==> src/rtl/pipelined_cla_adder_pkg.sv <==
// rtl/pipelined_cla_adder_pkg.sv - default sizing and stage-count helper for the pipelined CLA adder
package adder_pkg;

    localparam int ADDER_WIDTH = 32;
    localparam int ADDER_BLOCK = 8;
    localparam int ADDER_TAG_W = 5;

    // One lookahead block per pipeline stage; WIDTH must be a multiple of BLOCK.
    function automatic int adder_stages(input int width, input int block);
        return width / block;
    endfunction

endpackage

==> src/rtl/pipelined_cla_adder_if.sv <==
// rtl/pipelined_cla_adder_if.sv - operation/result handshake bundle for the pipelined CLA adder
interface pipelined_cla_adder_if
    import adder_pkg::*;
#(
    parameter int WIDTH = ADDER_WIDTH,
    parameter int TAG_W = ADDER_TAG_W
);
    logic             in_valid;
    logic             in_ready;
    logic [WIDTH-1:0] a;
    logic [WIDTH-1:0] b;
    logic             sub;
    logic             cin;
    logic [TAG_W-1:0] tag;

    logic             out_valid;
    logic             out_ready;
    logic [WIDTH-1:0] sum;
    logic             cout;
    logic             ovf;
    logic             zero;
    logic             gen;
    logic             prop;
    logic [TAG_W-1:0] out_tag;

    modport master (
        output in_valid, a, b, sub, cin, tag, out_ready,
        input  in_ready, out_valid, sum, cout, ovf, zero, gen, prop, out_tag
    );

    modport slave (
        input  in_valid, a, b, sub, cin, tag, out_ready,
        output in_ready, out_valid, sum, cout, ovf, zero, gen, prop, out_tag
    );

endinterface

==> src/rtl/pipelined_cla_adder_cla_block.sv <==
// rtl/pipelined_cla_adder_cla_block.sv - combinational BLOCK-bit carry-lookahead slice
module cla_block #(
    parameter int BLOCK = 8
) (
    input  logic [BLOCK-1:0] a,
    input  logic [BLOCK-1:0] b,
    input  logic             cin,
    output logic [BLOCK-1:0] s,
    output logic             cout,
    output logic             g_blk,
    output logic             p_blk,
    output logic             c_msb
);

    logic [BLOCK-1:0] g;
    logic [BLOCK-1:0] p;
    logic [BLOCK:0]   c;

    assign g = a & b;
    assign p = a | b;

    // Loop unrolls into the flat lookahead sum-of-products for every carry.
    always_comb begin
        c     = '0;
        c[0]  = cin;
        g_blk = 1'b0;
        p_blk = 1'b1;
        for (int i = 0; i < BLOCK; i++) begin
            c[i+1] = g[i] | (p[i] & c[i]);
            g_blk  = g[i] | (p[i] & g_blk);
            p_blk  = p_blk & p[i];
        end
    end

    assign s     = a ^ b ^ c[BLOCK-1:0];
    assign cout  = c[BLOCK];
    assign c_msb = c[BLOCK-1];

endmodule

==> src/rtl/pipelined_cla_adder.sv <==
// rtl/pipelined_cla_adder.sv - pipelined CLA adder/subtractor, one lookahead block per stage
// Build option: define ADDER_SAT_EN to clamp overflowing results to the signed extreme.
module pipelined_cla_adder
    import adder_pkg::*;
#(
    parameter int WIDTH = ADDER_WIDTH,
    parameter int BLOCK = ADDER_BLOCK,
    parameter int TAG_W = ADDER_TAG_W
) (
    input logic                  clock,
    input logic                  reset_n,
    pipelined_cla_adder_if.slave bus
);

    localparam int STAGES = adder_stages(WIDTH, BLOCK);

    typedef struct packed {
        logic             valid;
        logic [TAG_W-1:0] tag;
        logic [WIDTH-1:0] a_rem;
        logic [WIDTH-1:0] b_rem;
        logic [WIDTH-1:0] sum_acc;
        logic             carry;
        logic             g;
        logic             p;
        logic             ovf;
    } stage_t;

    stage_t [STAGES-1:0] st;
    stage_t [STAGES-1:0] nxt;
    stage_t              entry;
    stage_t              last;
    logic                advance;

    logic             out_valid_q;
    logic [WIDTH-1:0] sum_q;
    logic             cout_q;
    logic             ovf_q;
    logic             zero_q;
    logic             gen_q;
    logic             prop_q;
    logic [TAG_W-1:0] tag_q;
    logic [WIDTH-1:0] res_sum;

    assign advance      = !out_valid_q || bus.out_ready;
    assign bus.in_ready = advance;

    // Operand B is inverted once at entry; later stages only ever see b'.
    always_comb begin
        entry         = '0;
        entry.valid   = bus.in_valid;
        entry.tag     = bus.tag;
        entry.a_rem   = bus.a;
        entry.b_rem   = bus.sub ? ~bus.b : bus.b;
        entry.carry   = bus.sub | bus.cin;
        entry.g       = 1'b0;
        entry.p       = 1'b1;
    end

    for (genvar k = 0; k < STAGES; k++) begin : g_stage
        stage_t           src;
        stage_t           res;
        logic [BLOCK-1:0] blk_s;
        logic             blk_c;
        logic             blk_g;
        logic             blk_p;
        logic             blk_m;

        if (k == 0) begin : g_first
            assign src = entry;
        end else begin : g_next
            assign src = st[k-1];
        end

        cla_block #(.BLOCK(BLOCK)) u_cla (
            .a     (src.a_rem[k*BLOCK +: BLOCK]),
            .b     (src.b_rem[k*BLOCK +: BLOCK]),
            .cin   (src.carry),
            .s     (blk_s),
            .cout  (blk_c),
            .g_blk (blk_g),
            .p_blk (blk_p),
            .c_msb (blk_m)
        );

        // Running G/P compose with this block as the more significant half.
        always_comb begin
            res                           = src;
            res.sum_acc[k*BLOCK +: BLOCK] = blk_s;
            res.carry                     = blk_c;
            res.g                         = blk_g | (blk_p & src.g);
            res.p                         = blk_p & src.p;
            res.ovf                       = blk_m ^ blk_c;
        end

        assign nxt[k] = res;
    end

    assign last = st[STAGES-1];

`ifdef ADDER_SAT_EN
    always_comb begin
        res_sum = last.sum_acc;
        if (last.ovf) begin
            res_sum = last.a_rem[WIDTH-1] ? {1'b1, {(WIDTH-1){1'b0}}}
                                          : {1'b0, {(WIDTH-1){1'b1}}};
        end
    end
`else
    assign res_sum = last.sum_acc;
`endif

    always_ff @(posedge clock) begin
        if (!reset_n) begin
            st          <= '0;
            out_valid_q <= 1'b0;
            sum_q       <= '0;
            cout_q      <= 1'b0;
            ovf_q       <= 1'b0;
            zero_q      <= 1'b0;
            gen_q       <= 1'b0;
            prop_q      <= 1'b0;
            tag_q       <= '0;
        end else if (advance) begin
            st          <= nxt;
            out_valid_q <= last.valid;
            sum_q       <= res_sum;
            cout_q      <= last.carry;
            ovf_q       <= last.ovf;
            zero_q      <= (res_sum == '0);
            gen_q       <= last.g;
            prop_q      <= last.p;
            tag_q       <= last.tag;
        end
    end

    assign bus.out_valid = out_valid_q;
    assign bus.sum       = sum_q;
    assign bus.cout      = cout_q;
    assign bus.ovf       = ovf_q;
    assign bus.zero      = zero_q;
    assign bus.gen       = gen_q;
    assign bus.prop      = prop_q;
    assign bus.out_tag   = tag_q;

endmodule

==> src/flat_wrapper.sv <==
// flat-port wrapper written by rule: the top's interface ports become plain ports
module pipelined_cla_adder_flat import adder_pkg::*;
#(
    parameter int WIDTH = ADDER_WIDTH,
    parameter int BLOCK = ADDER_BLOCK,
    parameter int TAG_W = ADDER_TAG_W
)
  (clock, reset_n, bus_in_valid, bus_a, bus_b, bus_sub, bus_cin, bus_tag, bus_out_ready, bus_in_ready, bus_out_valid, bus_sum, bus_cout, bus_ovf, bus_zero, bus_gen, bus_prop, bus_out_tag);
  pipelined_cla_adder_if #(.WIDTH(WIDTH), .TAG_W(TAG_W)) bus_i ();
  input logic clock;
  input logic reset_n;
  input wire logic [$bits(bus_i.in_valid)-1:0] bus_in_valid;
  input wire logic [$bits(bus_i.a)-1:0] bus_a;
  input wire logic [$bits(bus_i.b)-1:0] bus_b;
  input wire logic [$bits(bus_i.sub)-1:0] bus_sub;
  input wire logic [$bits(bus_i.cin)-1:0] bus_cin;
  input wire logic [$bits(bus_i.tag)-1:0] bus_tag;
  input wire logic [$bits(bus_i.out_ready)-1:0] bus_out_ready;
  output wire logic [$bits(bus_i.in_ready)-1:0] bus_in_ready;
  output wire logic [$bits(bus_i.out_valid)-1:0] bus_out_valid;
  output wire logic [$bits(bus_i.sum)-1:0] bus_sum;
  output wire logic [$bits(bus_i.cout)-1:0] bus_cout;
  output wire logic [$bits(bus_i.ovf)-1:0] bus_ovf;
  output wire logic [$bits(bus_i.zero)-1:0] bus_zero;
  output wire logic [$bits(bus_i.gen)-1:0] bus_gen;
  output wire logic [$bits(bus_i.prop)-1:0] bus_prop;
  output wire logic [$bits(bus_i.out_tag)-1:0] bus_out_tag;
  assign bus_i.in_valid = bus_in_valid;
  assign bus_i.a = bus_a;
  assign bus_i.b = bus_b;
  assign bus_i.sub = bus_sub;
  assign bus_i.cin = bus_cin;
  assign bus_i.tag = bus_tag;
  assign bus_i.out_ready = bus_out_ready;
  assign bus_in_ready = bus_i.in_ready;
  assign bus_out_valid = bus_i.out_valid;
  assign bus_sum = bus_i.sum;
  assign bus_cout = bus_i.cout;
  assign bus_ovf = bus_i.ovf;
  assign bus_zero = bus_i.zero;
  assign bus_gen = bus_i.gen;
  assign bus_prop = bus_i.prop;
  assign bus_out_tag = bus_i.out_tag;
  pipelined_cla_adder #(.WIDTH(WIDTH), .BLOCK(BLOCK), .TAG_W(TAG_W)) u_core (.clock(clock), .reset_n(reset_n), .bus(bus_i));
endmodule
==> config.mk <==
export PLATFORM = sky130hd
export DESIGN_NAME = pipelined_cla_adder_flat
export DESIGN_NICKNAME = d
export VERILOG_FILES = /design/src/rtl/pipelined_cla_adder_pkg.sv /design/src/rtl/pipelined_cla_adder_if.sv /design/src/rtl/pipelined_cla_adder_cla_block.sv /design/src/rtl/pipelined_cla_adder.sv /design/src/flat_wrapper.sv
export SDC_FILE = /design/constraint.sdc
export NUM_CORES = 1
export LEC_CHECK = 0
export ABC_AREA = 1
export CAP_MARGIN = 20
export CORE_MARGIN = 1.5
export CORE_UTILIZATION = 53
export CTS_BUF_LIST = sky130_fd_sc_hd__clkbuf_8
export CTS_CLUSTER_SIZE = 8
export DETAILED_ROUTE_END_ITERATION = 10
export GPL_TIMING_DRIVEN = 0
export PLACE_DENSITY = 0.81
export SYNTH_ARGS = -nofsm -noshare
export SYNTH_HDL_FRONTEND = slang
export SYNTH_SLANG_ARGS = --single-unit
==> constraint.sdc <==
create_clock -name clock -period 3.8 [get_ports clock]
set_input_delay 0.57 -clock clock [delete_from_list [all_inputs] [get_ports clock]]
set_output_delay 0.57 -clock clock [all_outputs]
set_load 0.02 [all_outputs]
==> results.md <==
* Routed wire per std cell at 15.1 µm
* Pwr Density at between 400 and 500 nW/µm²
* Reg2Reg Setup Slack at around 0.21 ns
* Post-CTS Hold Buffers at 0
* Critical path capture point type: flop
* Largest net degree at the start of global routing at 12
* Ys Warns at 0
* Final Skew at 0.00894 ns
* GR Layer Usage met1 at 34.4%
* Vias at 9,344
* Buffers added on ports at between 100 and 150
* Clock Sinks at 256
* Global Route Usage Sum at 25.4%
* Cts bufs inserted at ~40
* Syn_area_per_cell at 8.30 µm²
* Worst-Margin Slew at 0.642 ns
* Cells after synthesis at ~1,300
* Post CTS Setup Buffer Count at 0
* Setup crit start kind: input port
* Ant diodes at 0
* Commonest non-fill, non-tap cell in the layout: nor2_1
* Filler cell count in the final layout at 1,755
* Capturing point of the worst reg2reg path: u_core.res_sum[31]
* Chip width at 148 µm
* Clk buf depth at 3
* Sequential-to-total area share from yosys stat at 46.0%
* Die H at between 100 and 150 µm
* Rows at 52
* Dpl hpwl at 20,000 µm
* Post-CTS Resized at 0
* Worst R2R Start: u_core.g_stage[3].src[3]
* 1st-pass router iterations at 5
* Post-Synthesis Cell Area at approximately 11,000 µm²
* Area growth syn-to-layout at 20.3%
* Share of layout cells above drive strength 1 at 8.07%
* Slew Limit Fails at 0
* Vias in the first global route at 8,960
* # H-tree levels at 2
* Clock root buffer: clkbuf_8
* Setup Viol. Count Final at 0
* CP startpoint: bus_cin
* Total power draw at approximately 5.8 mW
* Fmax at approximately 270 MHz
* First-pass GRT wire length at 44,300 µm
* Main combinational cell family by area after synthesis: compound AO/OA/AOI/OAI gates
* CP max FO at 1
* Most frequent cells in the layout: nor2_1 (356), dfxtp_1 (256), o21ai_0 (155), inv_1 (116), clkdlybuf4s50_1 (116)
* CTS tree: done
* # nets final at 1,672
* GR Layer Usage met3 at 4.04%
* Clock slew at reported path FFs at ~0.060 ns
* Post-Route WL at roughly 27,000 µm
* DRC at 0
* Die Area at 21,900 µm²
* Final hold violations at 0
* EDFF count, synth at 0
* Slowest stage delay, CP at roughly 0.54 ns
* #FFs+latches synth at 256
* Initial antenna violation count at 0
* Mux cell area share after synthesis at 0%
* Crit Path Category: input port to flop
* CP arrival at 4.13 ns
* Complex-gate fraction of the synthesized area at about 16%
* Core area at 20,400 µm²
* Worst ir drop on vdd at 250 µV
* Leak at 5.61 nW
* Crit-path cells: clkdlybuf4s50_1 -> or2_2 -> fa_2 -> inv_1 -> fa_1 -> inv_1 -> fa_1 -> inv_1 -> fa_2 -> fa_1 -> inv_1 -> fa_2 -> fa_2 -> fa_2 -> nor2_1 -> nor2_1
* Netlist cell types at 26
* Simple-Gate Fraction of Synth Area at 13.9%
* HP Class: input port to flop
* Worst Setup EP: u_core.g_stage[1].res[11]
* Ys async rst share at 0%
* Top Usage Layer GRT: met2
* RSZ-0062 raised after global routing: no
* Critical Path RT at ~4.3 ns
* CP dominant cell by count: fa_2
* Slowest CP cell: fa_2
* Max_cap viols at 0
* Met2 Use GR at about two fifths
* Util after Layout at about two thirds
* Starting Density at 54.5%
* Initial DRC Count at 674
* Fraction of the mapped netlist area in adder cells at 12.9%
* Drt via density at 5.21
* Post-route ant nets at 0
* Placer congestion estimate at between 0.8 and 0.9
* Syn_nets at 1,513
* Relative slew slack at a little under three fifths
* Grt ovf at 0
* Area of the multi-input gates at 5140 µm²
* # IOs at 119
* Top_reg_cell synth: dfxtp_1
* XOR/XNOR Fraction of Synth Area at 2.59%
* Sequential Area at 5120 µm²
* Period utilisation layout at 96.1%
* Clock latency on the worst-skew pair at around 0.55 ns
* Clock period minus worst slack at 3.65 ns
* R2R depth at 12
* Status: complete, no violations
-- cell usage after synthesis (all sizes together) (4+ instances only) --
cell	n	area [µm²]
a21oi	105	529
buf	49	360
clkbuf	39	154
dfxtp	256	5120
fa	32	641
ha	64	801
inv	104	390
nand2	24	97.6
nand3	11	55.1
nor2	356	1340
o21ai	257	1290
or2	4	25.0
xnor2	31	272
-- metrics by stage --
step	setup WS, ns	hold slack [ns]	TNS (ns)	std cells	cell area (µm²)
5_1_grt	0.00760	0.384	0	1794	13400
6_report	0.148	0.379	0	1794	13400
3_5_place_dp	-0.453	0.436	-0.986	1728	12700
2_1_floorplan	-0.0747	0.420	-0.0747	1342	11200
4_1_cts	0.0296	0.356	0	1794	13400
3_3_place_gp	-0.360	0.428	-0.736	1728	12700
-- report_power, final --
part	switching (mW)	internal, mW	total (mW)
clock network	1.04	1.12	2.16
registers	0.106	2.85	2.95
logic	0.364	0.315	0.679
total	1.51	4.28	5.79
-- kinds of logic (layout without fill, tap and decap cells) --
group,after synthesis,after routing
compound gates,364,364
xor+xnor,33,33
fa+ha+maj,96,96
buf+inv,192,374
flops,256,256
simple gates,401,401
-- critical path, delay by kind of cell --
| family | cells | cell delay (ns) |
|---|---|---|
| adders and majority gates | 8 | 2.48 |
| buffers and inverters | 5 | 0.66 |
| and+or+nand+nor | 3 | 0.43 |
-- worst min path at each step --
stage,from,to,depth (start not counted),slack [ns]
2_1_floorplan,u_core.g_stage[1].res[54],u_core.g_stage[2].res[54],2,0.42
3_3_place_gp,u_core.g_stage[1].res[59],u_core.g_stage[2].res[59],2,0.43
3_5_place_dp,u_core.g_stage[1].res[57],u_core.g_stage[2].res[57],2,0.44
4_1_cts,reset_n,u_core.g_stage[1].res[8],3,0.36
5_1_grt,reset_n,u_core.g_stage[1].res[7],3,0.38
6_report,reset_n,u_core.g_stage[1].res[76],3,0.38
-- registers in the layout, summed over array words and instances (netlist names) --
register / count
u_core.bus.zero: 1
u_core.last: 10
u_core.bus.out_tag: 5
u_core.bus.out_valid: 1
u_core.bus.ovf: 1
u_core.bus.sum: 32
u_core.bus.prop: 1
u_core.bus.gen: 1
u_core.g_stage.res: 162
u_core.bus.cout: 1
u_core.res_sum: 32
u_core.g_stage.src: 9
-- routing by layer --
metal | wire [µm] | up-vias
met3 | 1950 | 56
met2 | 12300 | 325
met4 | 852 | 0
met1 | 12000 | 4363
met5 | 0 | -
li1 | - | 4600
-- cell type report --
class                   instances  share of cell area, %
well taps                     270                   2.52
plain buffers                  88                   3.89
multi-input cells             894                   38.3
repair buffers                116                   8.66
clock buffers                  47                   4.82
clock inverters                19                  0.653
inverters                     104                   2.91
flip-flops and latches        256                   38.2
Power figures use the tool's default switching activity.
